File: src/rtl/instr_encode_loader.sv
// instr_encode_loader: packs decoded RV32I fields into instruction words and writes them to instruction memory
//   clk, rst (async, active-high)
//   start_i/base_addr_i          : restart loading at base_addr_i (IDLE only), clears count
//   in_valid_i/in_ready_o        : field bundle handshake (opcode_i, rd_i, rs1_i, rs2_i, funct3_i, funct7_i, imm_i)
//   mem_we_o/mem_addr_o/mem_wdata_o/mem_ack_i : write port, request held until ack
//   err_o/err_code_o             : reject pulse, code 01 bad opcode / 10 immediate out of range
//   full_o/count_o               : words written since start/reset, full at DEPTH
module instr_encode_loader #(
    parameter int ADDR_W = 32,
    parameter int DEPTH  = 256,
    localparam int CW    = $clog2(DEPTH + 1)
) (
    input  logic              clk,
    input  logic              rst,
    input  logic              start_i,
    input  logic [ADDR_W-1:0] base_addr_i,
    input  logic              in_valid_i,
    output logic              in_ready_o,
    input  logic [6:0]        opcode_i,
    input  logic [4:0]        rd_i,
    input  logic [4:0]        rs1_i,
    input  logic [4:0]        rs2_i,
    input  logic [2:0]        funct3_i,
    input  logic [6:0]        funct7_i,
    input  logic [31:0]       imm_i,
    output logic              mem_we_o,
    output logic [ADDR_W-1:0] mem_addr_o,
    output logic [31:0]       mem_wdata_o,
    input  logic              mem_ack_i,
    output logic              err_o,
    output logic [1:0]        err_code_o,
    output logic              full_o,
    output logic [CW-1:0]     count_o
);
    localparam logic [6:0] OP_R      = 7'b0110011;
    localparam logic [6:0] OP_LOAD   = 7'b0000011;
    localparam logic [6:0] OP_IMM    = 7'b0010011;
    localparam logic [6:0] OP_STORE  = 7'b0100011;
    localparam logic [6:0] OP_BRANCH = 7'b1100011;

    typedef enum logic {IDLE, WRITE} state_t;

    state_t            state_q, state_d;
    logic [ADDR_W-1:0] addr_q, mem_addr_q;
    logic [31:0]       mem_wdata_q;
    logic [CW-1:0]     count_q;
    logic              err_q;
    logic [1:0]        err_code_q;

    logic        is_r, is_i, is_s, is_b, op_ok, range_ok, hs, accept, reject;
    logic [1:0]  code;
    logic [31:0] word;

    always_comb begin
        is_r     = opcode_i == OP_R;
        is_i     = opcode_i == OP_LOAD || opcode_i == OP_IMM;
        is_s     = opcode_i == OP_STORE;
        is_b     = opcode_i == OP_BRANCH;
        op_ok    = is_r || is_i || is_s || is_b;
        // a 12-bit signed field holds the value only if bits 31..11 are a pure sign extension
        range_ok = &imm_i[31:11] || ~|imm_i[31:11];
        code     = !op_ok ? 2'b01 : (!is_r && !range_ok) ? 2'b10 : 2'b00;
        // branch offset is already in halfword units, so imm[3:0] lands in [11:8]
        word     = is_r ? {funct7_i, rs2_i, rs1_i, funct3_i, rd_i, opcode_i} :
                   is_i ? {imm_i[11:0], rs1_i, funct3_i, rd_i, opcode_i} :
                   is_s ? {imm_i[11:5], rs2_i, rs1_i, funct3_i, imm_i[4:0], opcode_i} :
                          {imm_i[11], imm_i[9:4], rs2_i, rs1_i, funct3_i, imm_i[3:0], imm_i[10], opcode_i};
        hs       = in_valid_i && in_ready_o;
        accept   = hs && code == 2'b00;
        reject   = hs && code != 2'b00;
    end

    always_ff @(posedge clk or posedge rst) begin
        if (rst) state_q <= IDLE;
        else     state_q <= state_d;
    end

    always_comb begin
        state_d = state_q == IDLE ? (accept ? WRITE : IDLE) : (mem_ack_i ? IDLE : WRITE);
    end

    // start has priority over a bundle in the same cycle, so it masks in_ready
    always_comb begin
        in_ready_o = !rst && state_q == IDLE && !full_o && !start_i;
        mem_we_o   = state_q == WRITE;
    end

    always_ff @(posedge clk or posedge rst) begin
        if (rst) begin
            addr_q      <= '0;
            mem_addr_q  <= '0;
            mem_wdata_q <= '0;
            count_q     <= '0;
            err_q       <= 1'b0;
            err_code_q  <= 2'b00;
        end else begin
            err_q <= reject;
            if (reject) err_code_q <= code;
            if (state_q == IDLE && start_i) begin
                addr_q  <= base_addr_i & ~ADDR_W'(3);
                count_q <= '0;
            end
            if (accept) begin
                mem_addr_q  <= addr_q;
                mem_wdata_q <= word;
            end
            if (state_q == WRITE && mem_ack_i) begin
                addr_q  <= addr_q + ADDR_W'(4);
                count_q <= count_q + CW'(1);
            end
        end
    end

    assign mem_addr_o  = mem_addr_q;
    assign mem_wdata_o = mem_wdata_q;
    assign err_o       = err_q;
    assign err_code_o  = err_code_q;
    assign count_o     = count_q;
    assign full_o      = count_q == CW'(DEPTH);
endmodule

File: config.mk
export PLATFORM = sky130hd
export DESIGN_NAME = instr_encode_loader
export DESIGN_NICKNAME = d
export VERILOG_FILES = /design/src/rtl/instr_encode_loader.sv
export SDC_FILE = /design/constraint.sdc
export NUM_CORES = 1
export LEC_CHECK = 0
export CAP_MARGIN = 20
export CORE_AREA = 4 4 113 115
export DETAILED_ROUTE_END_ITERATION = 12
export DIE_AREA = 0 0 117 119
export PLACE_DENSITY = 0.91
export SETUP_SLACK_MARGIN = 0.4
export SLEW_MARGIN = 20
export SYNTH_ARGS = -nofsm -noshare
export SYNTH_HDL_FRONTEND = slang
export SYNTH_SLANG_ARGS = --single-unit
File: constraint.sdc
create_clock -name clk -period 3.6 [get_ports clk]
set_input_delay 0.54 -clock clk [delete_from_list [all_inputs] [get_ports clk]]
set_output_delay 0.54 -clock clk [all_outputs]
set_load 0.01 [all_outputs]
==> results.ini <==
[sta]
setup_viol=0
timing.fmax_mhz=350.9
rsz0062_at_grt=no
worst_pin_slew_ns=0.7534
period_minus_slack_ns=2.850
fin_crit_sh_pct=79.16
max_slew_margin_pct=49.31
timing.hold.ws_ns=0.4653
hold_viol_final=0
fin_tns_setup_ns=0
slew_viol_final=0
finalClockSkew_ns=0.007908

[worst_setup_path]
cp_cell_sequence=clkdlybuf4s50_1 > and4_1 > nand3_1 > nor4_1 > o2111a_4 > buf_12 > mux2_4
r2r_slack_ns=1.07
crit_fanout=27
crit_path_start_kind=input pin
critPathCaptureType=register
r2r-end=mem_wdata_o[7]
path_class=in2reg
rr_worst_depth=8
cp_slowest_stage_delay_ns=0.56
critical_path_arrival_ns=3.07
reg2reg_from=count_o[0]
slowest_stage=o2111a_4
required_ns=3.82

[cts]
cts_sinks=105
cts_resized=0
ctsHoldBuffers=0
cts_buffer_depth=2
post_cts.repair.setup_buffers=0
cts_buffers=9
htree_levels=3
cts_tree=done
cts-root-buf=clkbuf_16
path_clk_slew_ns=0.06
insertion_delay_ns=0.34

[route]
num_vias=4473
dr.first_iter.drc_count=423
drc=0
ant_nets=0
wl_per_cell_um=20.08
routed_wl_um=15660
vias_per_cell=5.735
drtPass1Iterations=4

[placement]
placed_cell_area_um2=7206
dpl.hpwl_um=11900
gp_congestion=0.9114
io_buffer_count=175
dp_cells=764

[synth]
ys_top_cells_by_area=dfrtp_1 49%, mux2_4 15%, a211oi_1 2.8%
syn_area_per_cell_um2=11.68
syn_area_um2=5363
synth_area_leader_cell=dfrtp_1
synth_edf_count=0
yosysSeqAreaShare_pct=49.00
synth_top_area_share_pct=49.00
synthFlopType=dfrtp_1
synth_cells=459
ys.warnings.count=0
synth_cell_types=48
async_flop_share_pct=100.0
ys_seq_elements=105

[global_route]
first_global_vias=4722
grt_max_degree=50
grt_pass1_wl_um=24180
grt_usage_pct=22.15
grt-ovfl-total=0
antenna_found_initial=0

[worst_hold_path]
hold_path_end=mem_wdata_o[0]
worst_hold_path.num_cells=1
worstHoldPathType=reg2reg
hp-start=mem_wdata_o[0]

[floorplanning]
initial_core_util_pct=45.40
die_y_um=119
die_width_um=117
die-area_um2=13920
ioPinCount=180
core_um2=11810
rows=40

[final_layout]
drive_above_1_share_pct=15.48
n_fill_cell=889
design_area_um2=7545
num-nets-final=733
fin_cells=780
layout_common_cells=175 x clkdlybuf4s50_1, 105 x dfrtp_1, 54 x mux2_4
n_antenna_cell=0
syn2layout_area_growth_pct=40.69
final_common_cell=clkdlybuf4s50_1

[pwr]
power_uw=2593
power_density_nw_per_um2=343.6
p_leak_uw=0.003237
ir_worst_vdd_v=0.0002602

[status]
status=finished clean

[run]
max-cap-violations=0

[metrics by stage]
stage          setup slack (ns)  utilization (%)
3_5_place_dp             0.4186            61.01
4_1_cts                  0.7394            63.64
6_report                 0.7503            63.88
3_3_place_gp             0.4906            61.01
2_1_floorplan             1.282                -
5_1_grt                  0.6711            63.88
[area by class of cell]
type	instances	area, um2	share of cell area (%)
Tap cell	147	183.9	2.438
Inverter	9	37.54	0.4975
Clock inverter	3	65.06	0.8624
Timing Repair Buffer	184	1877	24.88
Clock buffer	12	246.5	3.267
Multi-Input combinational cell	320	2507	33.23
Sequential cell	105	2628	34.83
[metal layers]
metal	vias up	global-route usage (%)	part of all wire [%]
li1	2064	-	-
met1	2151	25.31	39
met2	217	38.16	49
met3	41	6.301	8.5
met4	0	9.391	3.3
met5	-	0	0
[how the worst max path moves through the flow]
stage | to | slack [ns] | start | depth (start not counted)
after global placement | mem_wdata_o[21] | 0.49 | imm_i[16] | 7
final | mem_wdata_o[7] | 0.75 | imm_i[16] | 7
after floorplan | mem_addr_o[18] | 1.28 | opcode_i[3] | 8
after global routing | mem_wdata_o[7] | 0.67 | imm_i[16] | 7
after detailed placement | mem_wdata_o[8] | 0.42 | imm_i[16] | 7
after CTS | in_ready_o | 0.74 | count_o[3] | 4
[critical path: cells and delay by family]
family	cells	cell delay (ns)
and+or+nand+nor	3	0.82
buffers and inverters	2	0.78
AOI/OAI and AO/OA	1	0.56
muxes	1	0.34
[sequential cells by signal, summed over array words and instances, names as in the netlist]
name         cells
addr_q          30
count_o          9
err_o            1
err_code_o       2
mem_we_o         1
mem_wdata_o     32
mem_addr_o      30
[synthesized netlist by cell type, types with 4 or more instances]
library cell,count
clkbuf_1,10
nor2_1,30
a311oi_1,6
inv_1,9
and4_1,8
nor4_1,7
or2_2,6
nand4_1,15
o22ai_1,5
nand2b_1,4
a21oi_1,9
o211ai_1,4
o21ai_0,22
nand2_1,31
nor3_1,19
buf_12,5
nand3_1,13
mux2_2,9
mux2i_1,12
a211oi_1,20
dfrtp_1,105
mux2_4,54
and3_1,10
buf_2,4
[cells by family (layout without fill, tap and decap cells)]
family | Yosys count | in the layout | share of synthesized area [%]
simple gates | 154 | 154 | 15.54
mux | 75 | 75 | 19.25
other cells | 1 | 2 | 0.06993
fa+ha+maj | 3 | 3 | 0.7000
buf+inv | 35 | 208 | 4.480
flops | 105 | 105 | 49.00
compound gates | 86 | 86 | 10.97
[power by group]
| part | internal, uW | total, uW | switching [uW] |
|---|---|---|---|
| logic | 165 | 289 | 124 |
| registers | 1210 | 1260 | 49.6 |
| clock network | 624 | 1040 | 415 |
Note: power is estimated with default switching activity, not from simulation.
==> edit 1 (config.mk and constraints unchanged) <==
`DEPTH`: 256 -> 512.
--- a/src/rtl/instr_encode_loader.sv
+++ b/src/rtl/instr_encode_loader.sv
@@ -7,7 +7,7 @@
 //   full_o/count_o               : words written since start/reset, full at DEPTH
 module instr_encode_loader #(
     parameter int ADDR_W = 32,
-    parameter int DEPTH  = 256,
+    parameter int DEPTH  = 512,
     localparam int CW    = $clog2(DEPTH + 1)
 ) (
     input  logic              clk,
Ports: changed (resized count_o); port bits go from 180 to 181. No check against the original RTL was run, so the function may have changed too.
==> edit 1 against the unedited design <==
  * Sequential cell count is 1 higher
  * Synthesized cell count is 2.6% higher
  * Synthesized area rose by 0.12%
  * Setup slack worse by 57 ps
  * Non-clock buffer count down 1
  * Total power down 4.0%
  * Via count is 3.1% higher
  * Combinational power increased by 4%
  * Register-to-register slack lost 380 ps
  * Design area fell by 0.40%
  * Routed wire length is 1.8% higher
==> edit 1: results (changes against the unedited design) <==
metric,value,unit,change
count of inserted antenna diode cells,0,,unchanged
Yosys warning total,0,,unchanged
sum of net half-perimeters after detailed placement,11.7,mm,-1.5%
source-to-sink clock delay at the later pin of the worst-skew pair,350,ps,
overall fraction of global-route tracks in use,0.220,,-0.000974
minimum clock period after layout,2910,ps,+56.6 ps
result of the run,completed,,
P_leak,3.43,nW,+6.1%
vias in the first global route,4625,,-2.1%
number of max-slew violations in the final report,0,,unchanged
number of cells upsized or downsized after cts,0,,unchanged
max reg flops,32,,unchanged
weighted congestion reported at the end of routability-driven placement,0.867,,-4.9%
number of buffers inserted to repair setup after CTS,0,,unchanged
Pre-Repair DR Iteration Count,5,,+1
ys async rst share,1.00,,unchanged
Worst R2R Start,count_o[5],,
Synth area leaders,"sky130_fd_sc_hd__dfrtp_1 (49%), sky130_fd_sc_hd__mux2_4 (15%), sky130_fd_sc_hd__nor2_1 (3.2%)",,
critical-path maximum fanout,32,,+19%
largest incremental delay on the critical path,590,ps,+30 ps
number of H-tree branching levels,3,,unchanged
crit start category,flop,,
slowest cell on the critical path,sky130_fd_sc_hd__or4_1,,
clk_skew,11.7,ps,+3.76 ps
Wirelength per Cell,20.1,um,+0.10%
class of the worst hold path,reg2reg,,
crit path to,mem_addr_o[17],,
kind of cell adding the most delay to the critical path,compound AO/OA/AOI/OAI gates,,
top cell types by occurrence after synthesis,"sky130_fd_sc_hd__dfrtp_1 (106), sky130_fd_sc_hd__mux2_4 (54), sky130_fd_sc_hd__nor2_1 (46), sky130_fd_sc_hd__nand2_1 (27), sky130_fd_sc_hd__a21oi_1 (23)",,
total number of nets in the final design,745,,+1.6%
Port Buffers,176,,+0.57%
proportion of synthesized chip area in sequential cells,0.494,,+0.00409
largest net degree at the start of global routing,64,,+28%
1st-iter DRT viols,547,,+29%
measured slew at the worst slew-check pin,974,ps,+220 ps
clock transition at the register clock pins on the worst setup and hold paths after CTS,70,ps,
initial antenna violation count,0,,unchanged
pre-CTS WS,407,ps,-12.0 ps
first-pass GRT wire length,24.2,mm,about the same
worst ir drop on vdd,0.210,mV,-19%
reg-to-reg setup timing slack,690,ps,-380 ps
worst path arrival time,3130,ps,+60 ps
count of distinct cell types in the synthesized netlist,47,,-2.1%
clk buf depth,2,,unchanged
number of vias per cell after detailed routing,5.82,,+1.4%
share of post-route cells with drive strength above 1,0.141,,-0.0140
worst r2r path cells,5,,-3
clock buffers created by TritonCTS,9,,unchanged
root cell of the clock tree,sky130_fd_sc_hd__clkbuf_16,,
==> edit 1: cell families after synthesis <==
kind of cell    after synthesis  synth area share
mux                          80             0.202
simple gates                162             0.154
compound gates               84             0.107
fa+ha+maj                     3           0.00699
other cells                   1          0.000698
buf+inv                      35            0.0361
flops                       106             0.494
==> edit 1: worst min path at each step <==
stage                     cells after the start        endpoint            from
after floorplan                               1      addr_q[31]      addr_q[31]
final                                         1  mem_wdata_o[1]  mem_wdata_o[1]
after global routing                          2      count_o[9]             rst
after global placement                        1  mem_wdata_o[1]  mem_wdata_o[1]
after CTS                                     2      count_o[9]             rst
after detailed placement                      1  mem_wdata_o[1]  mem_wdata_o[1]
==> edit 1: per-layer routing <==
metal  global-route usage  part of all wire  vias to the layer above
li1                     -                 -                     2083
met1                0.271              0.40                     2259
met2                0.364              0.48                      237
met3               0.0518             0.092                       34
met4               0.0989             0.030                        0
met5                    0                 0                        -
==> edit 1: where the power goes <==
group,internal [mW],total (mW),switching (mW)
Clock,0.486,0.915,0.429
Combinational,0.167,0.301,0.133
Sequential,1.23,1.27,0.0471
Total,1.88,2.49,0.609
==> edit 1: area by class of cell <==
type | instances | area [um^2]
tap | 147 | 184
fill | 891 | 4300
timing repair buffer | 183 | 1830
sequential | 106 | 2650
multi-input combinational | 332 | 2550
inverter | 9 | 37.5
clock buffer | 13 | 250
clock inverter | 3 | 15.0
==> edit 1: per-stage QoR <==
stage	power [mW]	hold slack [ps]	std cells	instance area, um^2	utilization
after detailed placement	1.59	455	776	7230	0.613
after global placement	1.58	448	776	7230	0.613
after global routing	2.59	476	793	7510	0.636
after CTS	2.50	470	792	7500	0.635
after floorplan	1.41	485	472	5380	-
final	2.49	468	793	7510	0.636
==> edit 2 (config.mk and constraints unchanged) <==
Without the edit above. One comparison of `count_q` changes from == to >=.
--- a/src/rtl/instr_encode_loader.sv
+++ b/src/rtl/instr_encode_loader.sv
@@ -116,6 +116,6 @@
     assign err_o       = err_q;
     assign err_code_o  = err_code_q;
     assign count_o     = count_q;
-    assign full_o      = count_q == CW'(DEPTH);
+    assign full_o      = count_q >= CW'(DEPTH);
 endmodule
 
Check against the original RTL: no difference found for any inputs over 10 cycles, from zero or initial values and one cycle with rst high; that may be too few to reach the edited logic, so the function may still have changed.
==> edit 2 against the unedited design <==
  * Combinational power shrank 5%
  * Cell count increased by 1.2%
  * Maximum frequency grew 9.5%
  * Total power is 1.8% lower
  * Setup slack improved by 250 ps
  * Global-route usage fell by 1.1 points
  * Routed wire length is 3.8% lower
  * Critical endpoint is now mem_addr_o[10]
  * Sequential power barely moved
  * Count of clock-buffer cells in the layout fell by 2
  * Clock skew is 0.54 ps lower
  * Sequential cell count stayed put
  * Synthesized area is 0.30% lower
  * Design area down 0.88%
==> edit 2: results (changes against the unedited design) <==
metric,value,unit,change
pre-CTS WS,632,ps,+213 ps
Cells after Synth,467,,+1.7%
source-to-sink clock delay at the later pin of the worst-skew pair,340,ps,about the same
1st-iter DRT viols,345,,-18%
overall fraction of global-route tracks in use,0.211,,-0.0108
worst ir drop on vdd,0.205,mV,-21%
total number of nets in the final design,743,,+1.4%
top cell types by occurrence after synthesis,"sky130_fd_sc_hd__dfrtp_1 (105), sky130_fd_sc_hd__mux2_4 (54), sky130_fd_sc_hd__nand2_1 (51), sky130_fd_sc_hd__nor2_1 (33), sky130_fd_sc_hd__nand3_1 (23)",,
sum of net half-perimeters after detailed placement,11.4,mm,-4.6%
kind of cell adding the most delay to the critical path,buffers and inverters,,
result of the run,completed,,
Switching Power,577,uW,-2.1%
largest net degree at the start of global routing,69,,+38%
weighted congestion reported at the end of routability-driven placement,0.788,,-14%
complex-gate fraction of the synthesized area,0.0969,,-0.0128
number of vias per cell after detailed routing,5.72,,-0.21%
P_leak,3.40,nW,+5.1%
GR met2 Demand/Resource,0.352,,-0.0295
met3 routed WL,1.40,mm,+4.6%
count of distinct cell types in the synthesized netlist,47,,-2.1%
routed wire length on met2,7.44,mm,-3.4%
met3 track demand over resource,0.0595,,-0.00356
clk_skew,7.37,ps,-0.542 ps
mapped cell area,5350,um^2,-0.30%
number of cells after detailed placement,775,,+1.4%
root cell of the clock tree,sky130_fd_sc_hd__clkbuf_16,,
Sw Share,0.227,,-0.000635
slowest cell on the critical path,sky130_fd_sc_hd__clkdlybuf4s50_1,,
Total Routed Length,15.1,mm,-3.8%
critical-path maximum fanout,35,,+30%
first-pass GRT wire length,23.3,mm,-3.6%
proportion of synthesized chip area in sequential cells,0.491,,+0.00149
synthesized-area fraction occupied by adder cells,0.00702,,+0.0000213
share of synthesized area spent on multiplexers,0.199,,+0.00620
Synth area leaders,"sky130_fd_sc_hd__dfrtp_1 (49%), sky130_fd_sc_hd__mux2_4 (15%), sky130_fd_sc_hd__nand2_1 (3.6%)",,
XOR/XNOR share of the synthesized area,0.00164,,+0.00164
measured slew at the worst slew-check pin,843,ps,+89.7 ps
vias in the first global route,4531,,-4.0%
Pre-Repair DR Iteration Count,5,,+1
dpl cell area,7180,um^2,-0.36%
## edit 2: cell count changes after synthesis, sizes merged, moves of 6 or more
cell / unedited run / this run
a211oi: 20 / 3
and4: 8 / 2
buf: 16 / 10
nand2: 31 / 52
nand3: 13 / 23
nor3: 19 / 13
o211ai: 4 / 15
o21ai: 22 / 12
o311ai: 0 / 10
## edit 2: final timing paths
check | from | endpoint | slack (ps) | cells past startpoint
max in group asynchronous | rst | addr_q[11] | 2030 | 3
setup / recovery | opcode_i[5] | mem_addr_o[10] | 1000 | 7
hold reg to reg | mem_wdata_o[3] | mem_wdata_o[3] | 490 | 1
min in group asynchronous | rst | mem_wdata_o[3] | 740 | 2
setup reg to reg | mem_we_o | mem_addr_o[10] | 1260 | 5
hold / removal | mem_wdata_o[3] | mem_wdata_o[3] | 490 | 1
## edit 2: final cells by class
type                    instances  area [um^2]
fillers                       895         4330
flip-flops and latches        105         2630
multi-input cells             328         2490
repair buffers                185         1840
clock buffers                  10          229
well taps                     147          184
clock inverters                 4         70.1
inverters                      10         41.3
